--- config.mk ---
export PLATFORM = sky130hd
export DESIGN_NAME = quad_decoder
export DESIGN_NICKNAME = d
export VERILOG_FILES = /design/src/rtl/quad_decoder.sv
export SDC_FILE = /design/constraint.sdc
export NUM_CORES = 1
export LEC_CHECK = 0
export CAP_MARGIN = 15
export CORE_ASPECT_RATIO = 1.75
export CORE_UTILIZATION = 40
export CTS_BUF_LIST = sky130_fd_sc_hd__clkbuf_4 sky130_fd_sc_hd__clkbuf_8
export DETAILED_ROUTE_END_ITERATION = 6
export PLACE_DENSITY = 0.75
export SYNTH_ARGS = -nofsm -noshare
export SYNTH_HDL_FRONTEND = slang
export SYNTH_SLANG_ARGS = --single-unit
--- constraint.sdc ---
create_clock -name clk -period 1.75 [get_ports clk]
set_input_delay 0.35 -clock clk [delete_from_list [all_inputs] [get_ports clk]]
set_output_delay 0.35 -clock clk [all_outputs]
set_load 0.02 [all_outputs]
--- src/rtl/quad_decoder.sv ---
// Quadrature encoder front end: synchronises A/B, optionally deglitches them, and decodes
// Gray-code phase steps into registered ena/up strobes plus illegal-jump err/err_cnt.
// Optional stable-count glitch filter is built when QDEC_GLITCH_FILTER_EN is defined.
//
//   state    | meaning
//   ---------+---------------------------------------------------------------
//   ST_PRIME | pipeline still filling after reset; prev follows cur, no strobes
//   ST_TRACK | prev holds last accepted phase; transitions decoded every clk
module quad_decoder #(
    parameter int SYNC_STAGES = 2,
    parameter int RES         = 4,
    parameter int FILT_LEN    = 4
) (
    input  logic       clk,
    input  logic       rst,
    input  logic       a_in,
    input  logic       b_in,
    output logic       ena,
    output logic       up,
    output logic       err,
    output logic [7:0] err_cnt
);

    if (SYNC_STAGES < 2 || SYNC_STAGES > 4) begin : g_bad_sync
        $error("quad_decoder: SYNC_STAGES must be 2..4");
    end
    if (RES != 1 && RES != 2 && RES != 4) begin : g_bad_res
        $error("quad_decoder: RES must be 1, 2 or 4");
    end

    typedef enum logic {
        ST_PRIME = 1'b0,
        ST_TRACK = 1'b1
    } state_t;

    // Stay in priming until the phase seen by the decoder reflects the pins,
    // otherwise the sync/filter flush after reset would look like a jump.
`ifdef QDEC_GLITCH_FILTER_EN
    localparam int PRIME_LAST = SYNC_STAGES + 1;
`else
    localparam int PRIME_LAST = SYNC_STAGES;
`endif
    localparam int PC_W = $clog2(PRIME_LAST + 1);
    localparam logic [PC_W-1:0] PRIME_LAST_C = PC_W'(PRIME_LAST);

    state_t                 state;
    state_t                 state_d;
    logic [PC_W-1:0]        prime_cnt;
    logic [PC_W-1:0]        prime_cnt_d;
    logic [1:0]             prev;
    logic [1:0]             prev_d;
    logic [1:0]             cur;
    logic                   ena_d;
    logic                   up_d;
    logic                   err_d;
    logic [7:0]             err_cnt_d;

    logic [SYNC_STAGES-1:0] a_sync;
    logic [SYNC_STAGES-1:0] b_sync;
    logic                   a_s;
    logic                   b_s;

    always_ff @(posedge clk or posedge rst) begin
        if (rst) begin
            a_sync <= '0;
            b_sync <= '0;
        end else begin
            a_sync <= {a_sync[SYNC_STAGES-2:0], a_in};
            b_sync <= {b_sync[SYNC_STAGES-2:0], b_in};
        end
    end

    assign a_s = a_sync[SYNC_STAGES-1];
    assign b_s = b_sync[SYNC_STAGES-1];

`ifdef QDEC_GLITCH_FILTER_EN
    if (FILT_LEN < 2 || FILT_LEN > 16) begin : g_bad_filt
        $error("quad_decoder: FILT_LEN must be 2..16");
    end

    localparam int CNT_W = $clog2(FILT_LEN + 1);
    localparam logic [CNT_W-1:0] CNT_LAST = CNT_W'(FILT_LEN - 1);

    logic [1:0]       ph_s;
    logic [1:0]       ph_f;
    logic [CNT_W-1:0] flt_cnt [2];

    assign ph_s = {a_s, b_s};

    // A new level is accepted on the FILT_LEN-th consecutive differing sample.
    // While priming the filter follows its input so it starts from the pin level.
    always_ff @(posedge clk or posedge rst) begin
        if (rst) begin
            ph_f <= '0;
            for (int i = 0; i < 2; i++) begin
                flt_cnt[i] <= '0;
            end
        end else begin
            for (int i = 0; i < 2; i++) begin
                if (state == ST_PRIME) begin
                    ph_f[i]    <= ph_s[i];
                    flt_cnt[i] <= '0;
                end else if (ph_s[i] == ph_f[i]) begin
                    flt_cnt[i] <= '0;
                end else if (flt_cnt[i] == CNT_LAST) begin
                    ph_f[i]    <= ph_s[i];
                    flt_cnt[i] <= '0;
                end else begin
                    flt_cnt[i] <= flt_cnt[i] + 1'b1;
                end
            end
        end
    end

    assign cur = ph_f;
`else
    assign cur = {a_s, b_s};
`endif

    // Gray phase to position: 00->0, 01->1, 11->2, 10->3.
    function automatic logic [1:0] gray_pos(input logic [1:0] g);
        return {g[1], g[1] ^ g[0]};
    endfunction

    logic [1:0] pos_fwd;
    logic       fwd;
    logic       jump;
    logic       step_ok;

    assign pos_fwd = gray_pos(prev) + 2'd1;
    assign fwd     = (gray_pos(cur) == pos_fwd);
    assign jump    = &(cur ^ prev);

    always_comb begin
        step_ok = 1'b1;
        if (RES == 2) begin
            step_ok = (cur[1] == cur[0]);
        end else if (RES == 1) begin
            step_ok = (cur == 2'b00);
        end
    end

    always_ff @(posedge clk or posedge rst) begin
        if (rst) begin
            state     <= ST_PRIME;
            prime_cnt <= '0;
            prev      <= 2'b00;
            ena       <= 1'b0;
            up        <= 1'b0;
            err       <= 1'b0;
            err_cnt   <= 8'h00;
        end else begin
            state     <= state_d;
            prime_cnt <= prime_cnt_d;
            prev      <= prev_d;
            ena       <= ena_d;
            up        <= up_d;
            err       <= err_d;
            err_cnt   <= err_cnt_d;
        end
    end

    always_comb begin
        state_d     = state;
        prime_cnt_d = prime_cnt;
        prev_d      = prev;
        ena_d       = 1'b0;
        up_d        = up;
        err_d       = 1'b0;
        err_cnt_d   = err_cnt;
        case (state)
            ST_PRIME: begin
                prev_d = cur;
                if (prime_cnt == PRIME_LAST_C) begin
                    state_d = ST_TRACK;
                end else begin
                    prime_cnt_d = prime_cnt + 1'b1;
                end
            end
            ST_TRACK: begin
                if (cur != prev) begin
                    prev_d = cur;
                    if (jump) begin
                        err_d = 1'b1;
                        if (err_cnt != 8'hFF) begin
                            err_cnt_d = err_cnt + 8'd1;
                        end
                    end else if (step_ok) begin
                        ena_d = 1'b1;
                        up_d  = fwd;
                    end
                end
            end
            default: state_d = ST_PRIME;
        endcase
    end

endmodule

==> results.cfg <==
[timing]
rsz0062_at_grt = no
worst_pin_slew_ns = 0.251
setup-violations-final = 0
final-hold-violation-count = 0
max_freq_mhz = 600
layout_setup_ws_ns = 0.0838
relSlewSlack_pct = 83.3
finalSetupTns_ns = 0
fin_crit_ns = 1.67
period_share_pct = 95.2
hold_slack_ns = 0.356
clock-skew-final_ns = 0.00622
slew_violations = 0

[critical_path]
arrival_ns = 1.86
crit_slowest_cell = dfrtp_1
slowest_delay_ns = 0.44
path_max_fanout = 6
cp-startpoint = a_sync[1]
critPathLaunchType = flop
cp.required_ns = 1.95
path_class = flop to flop
crit_chain = xor2_2 > buf_4 > and3_1 > nand4_2 > mux2_4
rrSetupSlack_ns = 0.08
r2r-start = a_sync[1]
critPathCaptureType = flop

[yosys]
synth_nets = 82
synth_edf_count = 0
yosysSeqAreaShare_pct = 54.9
synth_area_um2 = 912
synth_xor_area_share_pct = 8.37
synth.area.mux_share_pct = 7.00
synth-compound-area-share_pct = 6.31
synthFlopType = dfrtp_1
synth_fa_ha_area_share_pct = 6.86
ys_warn_count = 0
ys_types = 25
async_flop_share_pct = 100
synth_top_family_by_area = simple AND/OR/NAND/NOR gates
synth_cells = 73
ys_seq_elements = 20
avgSynthCellArea_um2 = 12.5
synthSimpleGateAreaFrac_pct = 12.9

[grt]
grt_pass1_vias = 590
grt_pass1_wl_mm = 2.39
grt_antenna_before_repair = 0
grt.overflow.total = 0
grt_max_degree = 21
grtUsageTotal_pct = 14.3

[cells_and_area]
layout_commonest_cell = dfrtp_1
syn2layout_area_growth_pct = 26.6
layout.cells.most_common_list = dfrtp_1, buf_4, nand2_1, clkdlybuf4s50_1
n_fill_cell = 186
fin_nets = 106
drive_above_1_share_pct = 23.2
diodes = 0

[clock_tree]
htree_levels = 1
cts_hold_buf = 0
cts.sinks = 20
cts_root_buf = clkbuf_4
clk_latency_ns = 0.30
cts-buffers-inserted = 3
clockBufferDepth = 2
cts_tree = done
cts.clk_slew.worst_paths_ns = 0.10

[routing]
vias = 595
drcViolationCount = 0
drt_iter0_drc = 17
routed_wl_mm = 1.39
wl_met1_um = 522
routed.top_layer = met4
firstDrtPassIters = 4
wl_met2_um = 780
via_per_inst = 5.00
ant_nets = 0
wl_per_cell_um = 11.7
met3WireLength_um = 33

[power]
clockPowerShare_pct = 13.5
power.leakage_nw = 0.595
intPower_mw = 0.986
p_seq_share_pct = 44.3
ir_drop_v = 0.000634
pwr-share-comb_pct = 42.2
switchingPower_mw = 0.573
power_density_mw_per_mm2 = 1350
swShare_pct = 36.7

[floorplanning]
fp.dieW_um = 38.1
core_area_mm2 = 0.00212
die_y_um = 65.2
initial_core_util_pct = 43.0
rows = 22
die-area_mm2 = 0.00248
io_pins = 15

[placement]
io_buffer_count = 14
post-place-ws_ns = 0.0122
gp_congestion = 0.670
hpwl_mm = 1.06

[outcome]
outcome = finished, final reports clean

[hold_path]
hold_path_class = input pin to asynchronous set/reset pin

[job]
drv_cap = 0
==> metal layers <==
| metal | vias to the layer above | GRT usage, % |
|---|---|---|
| li1 | 292 | - |
| met1 | 289 | 13.3 |
| met2 | 10 | 23.7 |
| met3 | 4 | 3.04 |
| met4 | 0 | 13.4 |
| met5 | - | 0 |
==> cell usage after synthesis (2+ instances only) <==
cell,instances,area share [%]
a21oi_1,3,1.6
dfrtp_1,20,55
nand3_1,2,1.1
inv_1,5,2.1
and2_1,2,1.4
mux2_4,2,3.3
nor2_1,2,0.82
ha_1,5,6.9
xor2_2,2,3.6
xnor2_1,3,2.9
a31oi_1,3,2.1
nand4_1,2,1.4
nand4_2,2,2.7
mux2_2,3,3.7
nand2_1,6,2.5
xor2_1,2,1.9
==> cells by family (layout without fill, tap and decap cells) <==
family,Yosys count,after routing
flops,20,20
fa+ha+maj,5,5
simple gates,20,20
buf+inv,7,29
mux,5,5
xor+xnor,7,7
compound gates,9,9
==> repair_timing <==
item / CTS / global route
endpoints found under the setup margin: 5 / 5
gates cloned: 0 / 0
setup buffers: 2 / 1
gates resized for setup: 4 / 6
pin swaps: 2 / 1
==> worst paths after layout <==
path | end | cells after the start
worst max register to register | err_cnt[4] | 5
worst max-delay path | err_cnt[4] | 5
min in group clk | b_sync[1] | 0
worst min-delay path | prime_cnt[0] | 3
max in group asynchronous | ena | 3
worst min register to register | b_sync[1] | 0
==> final cells by class <==
type,count,area (um2),area share [%]
multi-input combinational,46,385,33.4
timing repair buffer,21,198,17.1
inverter,5,18.8,1.63
tap,24,30.0,2.60
sequential,20,500,43.3
clock buffer,3,22.5,1.95
==> through the flow <==
step | instances | instance area (um2) | power, mW | utilization, %
6_report | 119 | 1150 | 1.56 | 54.5
5_1_grt | 119 | 1150 | 1.68 | 54.5
4_1_cts | 118 | 1130 | 1.57 | 53.3
3_5_place_dp | 113 | 1100 | 1.37 | 51.8
3_3_place_gp | 113 | 1100 | 1.34 | 51.8
2_1_floorplan | 73 | 912 | 1.08 | -
==> sequential cells by signal (all words and copies together) (netlist names) <==
| name | count |
|---|---|
| a_sync | 2 |
| b_sync | 2 |
| ena | 1 |
| err | 1 |
| err_cnt | 8 |
| prev | 2 |
| prime_cnt | 2 |
| state | 1 |
| up | 1 |
==> worst max-delay path: cells and delay by family (launching register included) <==
family,cells,cell delay (ns)
buffers and inverters,1,0.15
DFF,1,0.44
xor gates and xnor gates,1,0.22
muxes,1,0.32
and+or+nand+nor,2,0.44
==> power groups by stage <==
stage                     Clock [mW]  Sequential, mW  Combinational (mW)
after floorplan                    0           0.809               0.274
after global placement             0           0.696               0.645
after detailed placement           0           0.705               0.660
after CTS                      0.222           0.693               0.650
after global routing           0.244           0.709               0.723
final                          0.211           0.690               0.657
Power figures use the tool's default switching activity.
